$ cat src/rtl/serial_to_parallel_rx_if.sv
// Bundle of the serial link input and the parallel valid/ready output of the receiver.
// master = link driver plus word consumer, slave = the receiver itself.
interface serial_to_parallel_rx_if #(
    parameter int N = 4
);
    logic         ser_in;
    logic         ser_valid;
    logic         frame_start;
    logic         msb_first;
    logic [N-1:0] data_out;
    logic         data_valid;
    logic         data_ready;
    logic         busy;
    logic         overrun;
    logic         frame_err;

    modport master (
        output ser_in, ser_valid, frame_start, msb_first, data_ready,
        input  data_out, data_valid, busy, overrun, frame_err
    );

    modport slave (
        input  ser_in, ser_valid, frame_start, msb_first, data_ready,
        output data_out, data_valid, busy, overrun, frame_err
    );
endinterface

$ cat src/rtl/serial_to_parallel_rx.sv
// Collects framed serial bits into N-bit words (MSB- or LSB-first per frame) and
// offers them on a valid/ready port with overrun and framing-error pulses.
module serial_to_parallel_rx #(
    parameter int N = 4
) (
    input  logic                     clk,
    input  logic                     reset_n,
    serial_to_parallel_rx_if.slave   bus
);
    localparam int CW = $clog2(N + 1);

    typedef enum logic {
        IDLE  = 1'b0,
        SHIFT = 1'b1
    } state_t;

    state_t         r_state;
    logic [N-1:0]   r_shreg;
    logic [N-1:0]   r_data;
    logic [CW-1:0]  r_count;
    logic           r_msb;
    logic           r_valid;
    logic           r_overrun;
    logic           r_frame_err;

    logic           w_accept;
    logic           w_start;
    logic           w_last;
    logic [N-1:0]   w_shifted;
    logic [N-1:0]   w_first;

    always_comb begin
        w_accept  = bus.ser_valid;
        w_start   = bus.ser_valid & bus.frame_start;
        // The N-th bit always completes its frame, even if frame_start rides on it.
        w_last    = (r_state == SHIFT) && bus.ser_valid && (r_count == CW'(N - 1));
        w_shifted = r_msb ? {r_shreg[N-2:0], bus.ser_in}
                          : {bus.ser_in, r_shreg[N-1:1]};
        w_first   = bus.msb_first ? {{(N-1){1'b0}}, bus.ser_in}
                                  : {bus.ser_in, {(N-1){1'b0}}};
    end

    // Flops move on the falling edge to line up with the transmit-side shifter.
    always_ff @(negedge clk or negedge reset_n) begin
        if (!reset_n) begin
            r_state     <= IDLE;
            r_shreg     <= '0;
            r_data      <= '0;
            r_count     <= '0;
            r_msb       <= 1'b0;
            r_valid     <= 1'b0;
            r_overrun   <= 1'b0;
            r_frame_err <= 1'b0;
        end else begin
            r_overrun   <= 1'b0;
            r_frame_err <= 1'b0;

            case (r_state)
                IDLE: begin
                    if (w_start) begin
                        r_msb   <= bus.msb_first;
                        r_shreg <= w_first;
                        r_count <= CW'(1);
                        r_state <= SHIFT;
                    end
                end
                SHIFT: begin
                    if (w_last) begin
                        r_shreg <= w_shifted;
                        r_count <= '0;
                        r_state <= IDLE;
                    end else if (w_start) begin
                        r_frame_err <= 1'b1;
                        r_msb       <= bus.msb_first;
                        r_shreg     <= w_first;
                        r_count     <= CW'(1);
                    end else if (w_accept) begin
                        r_shreg <= w_shifted;
                        r_count <= r_count + CW'(1);
                    end
                end
                default: r_state <= IDLE;
            endcase

            if (w_last) begin
                if (!r_valid || bus.data_ready) begin
                    r_data  <= w_shifted;
                    r_valid <= 1'b1;
                end else begin
                    r_overrun <= 1'b1;
                end
            end else if (r_valid && bus.data_ready) begin
                r_valid <= 1'b0;
            end
        end
    end

    assign bus.data_out   = r_data;
    assign bus.data_valid = r_valid;
    assign bus.busy       = (r_state == SHIFT);
    assign bus.overrun    = r_overrun;
    assign bus.frame_err  = r_frame_err;
endmodule

$ cat src/flat_wrapper.sv
// flat-port wrapper written by rule: the top's interface ports become plain ports
module serial_to_parallel_rx_flat 
#(
    parameter int N = 4
)
  (clk, reset_n, bus_ser_in, bus_ser_valid, bus_frame_start, bus_msb_first, bus_data_ready, bus_data_out, bus_data_valid, bus_busy, bus_overrun, bus_frame_err);
  serial_to_parallel_rx_if #(.N(N)) bus_i ();
  input  logic clk;
  input  logic reset_n;
  input wire logic [$bits(bus_i.ser_in)-1:0] bus_ser_in;
  input wire logic [$bits(bus_i.ser_valid)-1:0] bus_ser_valid;
  input wire logic [$bits(bus_i.frame_start)-1:0] bus_frame_start;
  input wire logic [$bits(bus_i.msb_first)-1:0] bus_msb_first;
  input wire logic [$bits(bus_i.data_ready)-1:0] bus_data_ready;
  output wire logic [$bits(bus_i.data_out)-1:0] bus_data_out;
  output wire logic [$bits(bus_i.data_valid)-1:0] bus_data_valid;
  output wire logic [$bits(bus_i.busy)-1:0] bus_busy;
  output wire logic [$bits(bus_i.overrun)-1:0] bus_overrun;
  output wire logic [$bits(bus_i.frame_err)-1:0] bus_frame_err;
  assign bus_i.ser_in = bus_ser_in;
  assign bus_i.ser_valid = bus_ser_valid;
  assign bus_i.frame_start = bus_frame_start;
  assign bus_i.msb_first = bus_msb_first;
  assign bus_i.data_ready = bus_data_ready;
  assign bus_data_out = bus_i.data_out;
  assign bus_data_valid = bus_i.data_valid;
  assign bus_busy = bus_i.busy;
  assign bus_overrun = bus_i.overrun;
  assign bus_frame_err = bus_i.frame_err;
  serial_to_parallel_rx #(.N(N)) u_core (.clk(clk), .reset_n(reset_n), .bus(bus_i));
endmodule
$ cat config.mk
export PLATFORM = sky130hd
export DESIGN_NAME = serial_to_parallel_rx_flat
export DESIGN_NICKNAME = d
export VERILOG_FILES = /design/src/rtl/serial_to_parallel_rx_if.sv /design/src/rtl/serial_to_parallel_rx.sv /design/src/flat_wrapper.sv
export SDC_FILE = /design/constraint.sdc
export NUM_CORES = 1
export LEC_CHECK = 0
export CORE_ASPECT_RATIO = 1.1
export CORE_MARGIN = 2
export CORE_UTILIZATION = 35
export DETAILED_ROUTE_END_ITERATION = 8
export MAX_ROUTING_LAYER = met4
export SETUP_SLACK_MARGIN = 0.5
export SLEW_MARGIN = 10
export SYNTH_ARGS = -nofsm -noshare
export SYNTH_HDL_FRONTEND = slang
export SYNTH_SLANG_ARGS = --single-unit
$ cat constraint.sdc
create_clock -name clk -period 1.8 [get_ports clk]
set_input_delay 0.45 -clock clk [delete_from_list [all_inputs] [get_ports clk]]
set_output_delay 0.45 -clock clk [all_outputs]
set_load 0.05 [all_outputs]
==> summary.txt <==
Status
  – Run status: finished with violations
  – Failing checks: setup timing

Floorplanning
  – Core area: ~2100 sq um
  – Die Area: between 2000 and 3000 sq um
  – Row Count: 17
  – Initial core utilization: a little under two fifths
  – I/O Pins: 15
  – Chip width: between 40 and 50 microns
  – Die Y: approximately 54 microns

Yosys
  – Share of the synthesized area in the top cell type: approximately 51%
  – Synth cell types: 24
  – Post-Synth XOR/XNOR Area: 0%
  – Post-synth ARST share: 100.0%
  – Synth Register Bits: 16
  – Post-synth EDFFs: 0
  – Top cells by area, synth: dfrtn_1 (51%), mux2_2 (13%), o2111ai_1 (5.6%), nand2_1 (3.8%), ha_1 (3.2%)
  – Mean area per synthesized cell: 11.52 sq um
  – Compound-Gate Fraction of Synth Area: between 10% and 20%
  – Largest area contributor in the netlist: dfrtn_1
  – Syn Inst Count: 68
  – Synth Area in Adders: 3.195%
  – Top FF cell, synth: dfrtn_1
  – Top cells by count, synth: dfrtn_1 (16), mux2_2 (9), nand2_1 (8)
  – Syn nets: 77
  – Ys Warns: 0
  – Mux cell area share after synthesis: 12.94%
  – Main combinational cell family by area after synthesis: compound AO/OA/AOI/OAI gates
  – Sequential share of the synthesized area: 51.12%
  – Mapped Area: between 700 and 800 sq um
  – Post-Synth Simple-Gate Area: a little under an eighth
  – Most frequent cell after synthesis: dfrtn_1

Critical path
  – Crit path cell chain: buf_12
  – Reg-to-reg slack, setup: approximately 0.10 ns
  – WP buf/inv: 1
  – Reg2Reg Depth: 6
  – R2R Path Start: u_core.r_count[1]$_DFFE_NN0P_
  – Critical Path RT: 1.35 ns
  – Worst setup path endpoint: bus_data_out[2]
  – Crit path max fanout: 2
  – Crit-path slowest cell: dfrtn_1
  – CP peak stage delay: 0.47 ns
  – Setup crit start: u_core.bus.data_out[2]$_DFFE_NN0P_
  – Setup CP Type: reg -> out
  – Family with the most delay on the worst path: flip-flops
  – Crit path DAT: 1.81 ns
  – Worst Setup End Kind: primary output
  – Reg2reg end: u_core.r_count[2]$_DFFE_NN0P_
  – CP startpoint kind: flip-flop
  – Critical path depth: 1

Hold path
  – Hold Crit Class: reg -> reg

Layout
  – Final cell utilization of the core: 68.59%
  – Fin cells: 130
  – Filler cells: around 140
  – Nets@finish: 112
  – # diodes: 0
  – Share of cells above drive strength 1: 60.78%
  – Area added between synthesis and finish: 80.67%

Global route
  – Vias in the first global route: ~730
  – Initial antenna violation count: 0
  – All-Layer GR Usage: between 10% and 20%
  – Largest net degree at the start of global routing: 14
  – First-pass GRT wire length: 3132 microns
  – GR Overflow Total: 0

Flow run
  – Max Cap Viol: 0

Clocking
  – Worst-path clk slew: 0.07 ns
  – TritonCTS Buffers: 3
  – Longest Clk Path Bufs: 2
  – CTS Hold Bufs: 0
  – Number of H-tree levels: 1
  – Clk sinks: 16
  – CTS tree: done
  – CTS root buf: clkbuf_4
  – Clk Latency, worst-skew pair: 0.29 ns

Place
  – Gpl congestion: between 0.7 and 0.8
  – Dpl cells: 121
  – HPWL after DPL: 1293 microns
  – Port Buffer Count: 14

Timing
  – Final Slew Violations: 0
  – Slew margin rel.: a little over four fifths
  – Final setup vio count: 17
  – Final Skew: 0.003642 ns
  – Final hold violations: 0
  – Hold Worst Slack: ~0.46 ns
  – RSZ-0062 raised after global routing: yes
  – Post-route worst setup slack: -0.4633 ns
  – Worst-Margin Slew: 0.2286 ns

Detailed routing
  – Vias post-DR: 655
  – Drt wl/cell: 14.92 microns
  – DR DRC count: 0
  – Routed Antenna Nets: 0
  – Pre-antenna DRT Iters: 2
  – Final WL: 1939 microns
  – Vias/cell: around 5.0
  – Initial drt markers: 6

Power
  – Leak: 0.6455 nW
  – PD cells: 1400 nW/um^2
  – Maximum VDD drop: 0.001062 V
  – Tot Pwr: 1.981 mW
through the flow:
| step | TNS [ns] | setup slack [ns] | instance area, sq um |
|---|---|---|---|
| after floorplan | -4.080 | -0.3250 | 848.3 |
| after global placement | -13.61 | -0.9123 | 1194 |
| after detailed placement | -13.87 | -0.9382 | 1194 |
| after CTS | -4.293 | -0.4638 | 1344 |
| after global routing | -4.690 | -0.4985 | 1415 |
| final | -4.284 | -0.4633 | 1415 |
kinds of logic (layout without fill, tap and decap cells):
group | Yosys count | in the layout
flops | 16 | 16
buf+inv | 7 | 41
simple gates | 16 | 16
compound gates | 18 | 18
fa+ha+maj | 2 | 2
mux | 9 | 9
registers in the layout, indices dropped and copies added, names as in the netlist:
| signal | cells |
|---|---|
| u_core.r_msb | 1 |
| u_core.r_count | 3 |
| u_core.bus.busy | 1 |
| u_core.r_shreg | 4 |
| u_core.bus.data_out | 4 |
| u_core.bus.frame_err | 1 |
| u_core.bus.overrun | 1 |
| u_core.bus.data_valid | 1 |
timing repair:
| action | 4_1_cts | 5_1_grt |
|---|---|---|
| endpoints found under the hold margin | 0 | 0 |
| gates cloned | 1 | 0 |
| pin swaps | 10 | 9 |
| buffers inserted | 2 | 2 |
| gates resized for setup | 45 | 11 |
| endpoints found under the setup margin | 40 | 24 |
tightest hold or removal path, stage by stage (launching register included):
cell	delay [ns]
dfrtn_1	0.42
nand2_1	0.06
o211ai_2	0.06
power breakdown:
group          leakage, nW  internal, mW  switching [mW]
clock               0.0210         0.123           0.121
combinational        0.419         0.569           0.539
sequential           0.206         0.498           0.130
layout by cell type, fill, tap and decap left out:
cell	netlist	final
dfrtn_1	16	16
buf_8	0	2
mux2_4	0	6
a22oi_1	2	1
o22ai_1	2	2
nand3_2	1	1
buf_12	0	9
a21boi_2	0	1
nand2_1	8	4
nor2_4	0	1
clkbuf_8	0	1
o2111ai_2	0	3
o21ai_1	0	2
nor2b_4	1	1
inv_2	0	1
nand2_2	0	3
ha_1	2	2
clkdlybuf4s15_1	0	2
a22oi_2	0	1
o21a_1	1	1
clkbuf_4	0	3
o2111ai_1	5	1
buf_6	0	10
o211ai_2	1	1
or3b_1	1	1
and2_1	1	1
nand3_4	0	1
inv_1	5	4
and3b_1	1	1
buf_4	0	7
a21oi_4	0	1
nand2_8	0	1
a21oi_1	2	1
bufbuf_16	0	1
o211ai_1	1	1
o2111ai_4	0	1
buf_2	2	1
o21ai_4	0	1
mux2_2	9	3
nand2b_4	0	1
worst min path at each step:
stage                                              from                       endpoint  cells after the start
after floorplan           u_core.r_shreg[2]$_DFFE_NN0P_  u_core.r_shreg[2]$_DFFE_NN0P_                      2
after global placement    u_core.r_shreg[2]$_DFFE_NN0P_  u_core.r_shreg[2]$_DFFE_NN0P_                      2
after detailed placement  u_core.r_shreg[2]$_DFFE_NN0P_  u_core.r_shreg[2]$_DFFE_NN0P_                      2
after CTS                 u_core.r_shreg[2]$_DFFE_NN0P_  u_core.r_shreg[2]$_DFFE_NN0P_                      2
after global routing      u_core.r_shreg[2]$_DFFE_NN0P_  u_core.r_shreg[2]$_DFFE_NN0P_                      2
final                     u_core.r_shreg[3]$_DFFE_NN0P_  u_core.r_shreg[3]$_DFFE_NN0P_                      2
layer usage:
layer,share of wire (%),global-route usage [%],up-vias
li1,-,-,321
met1,42,19.01,319
met2,54,28.60,10
met3,2.0,1.944,5
met4,1.8,7.619,0
met5,0,-,-
area by class of cell:
cell class | instances | area (sq um) | share of cell area (%)
Multi-Input combinational cell | 45 | 491.7 | 34.75
Clock buffer | 4 | 36.28 | 2.564
Tap cell | 28 | 35.03 | 2.476
Inverter | 5 | 18.77 | 1.326
Timing Repair Buffer | 32 | 432.9 | 30.59
Sequential cell | 16 | 400.4 | 28.29
Power figures use the tool's default switching activity.
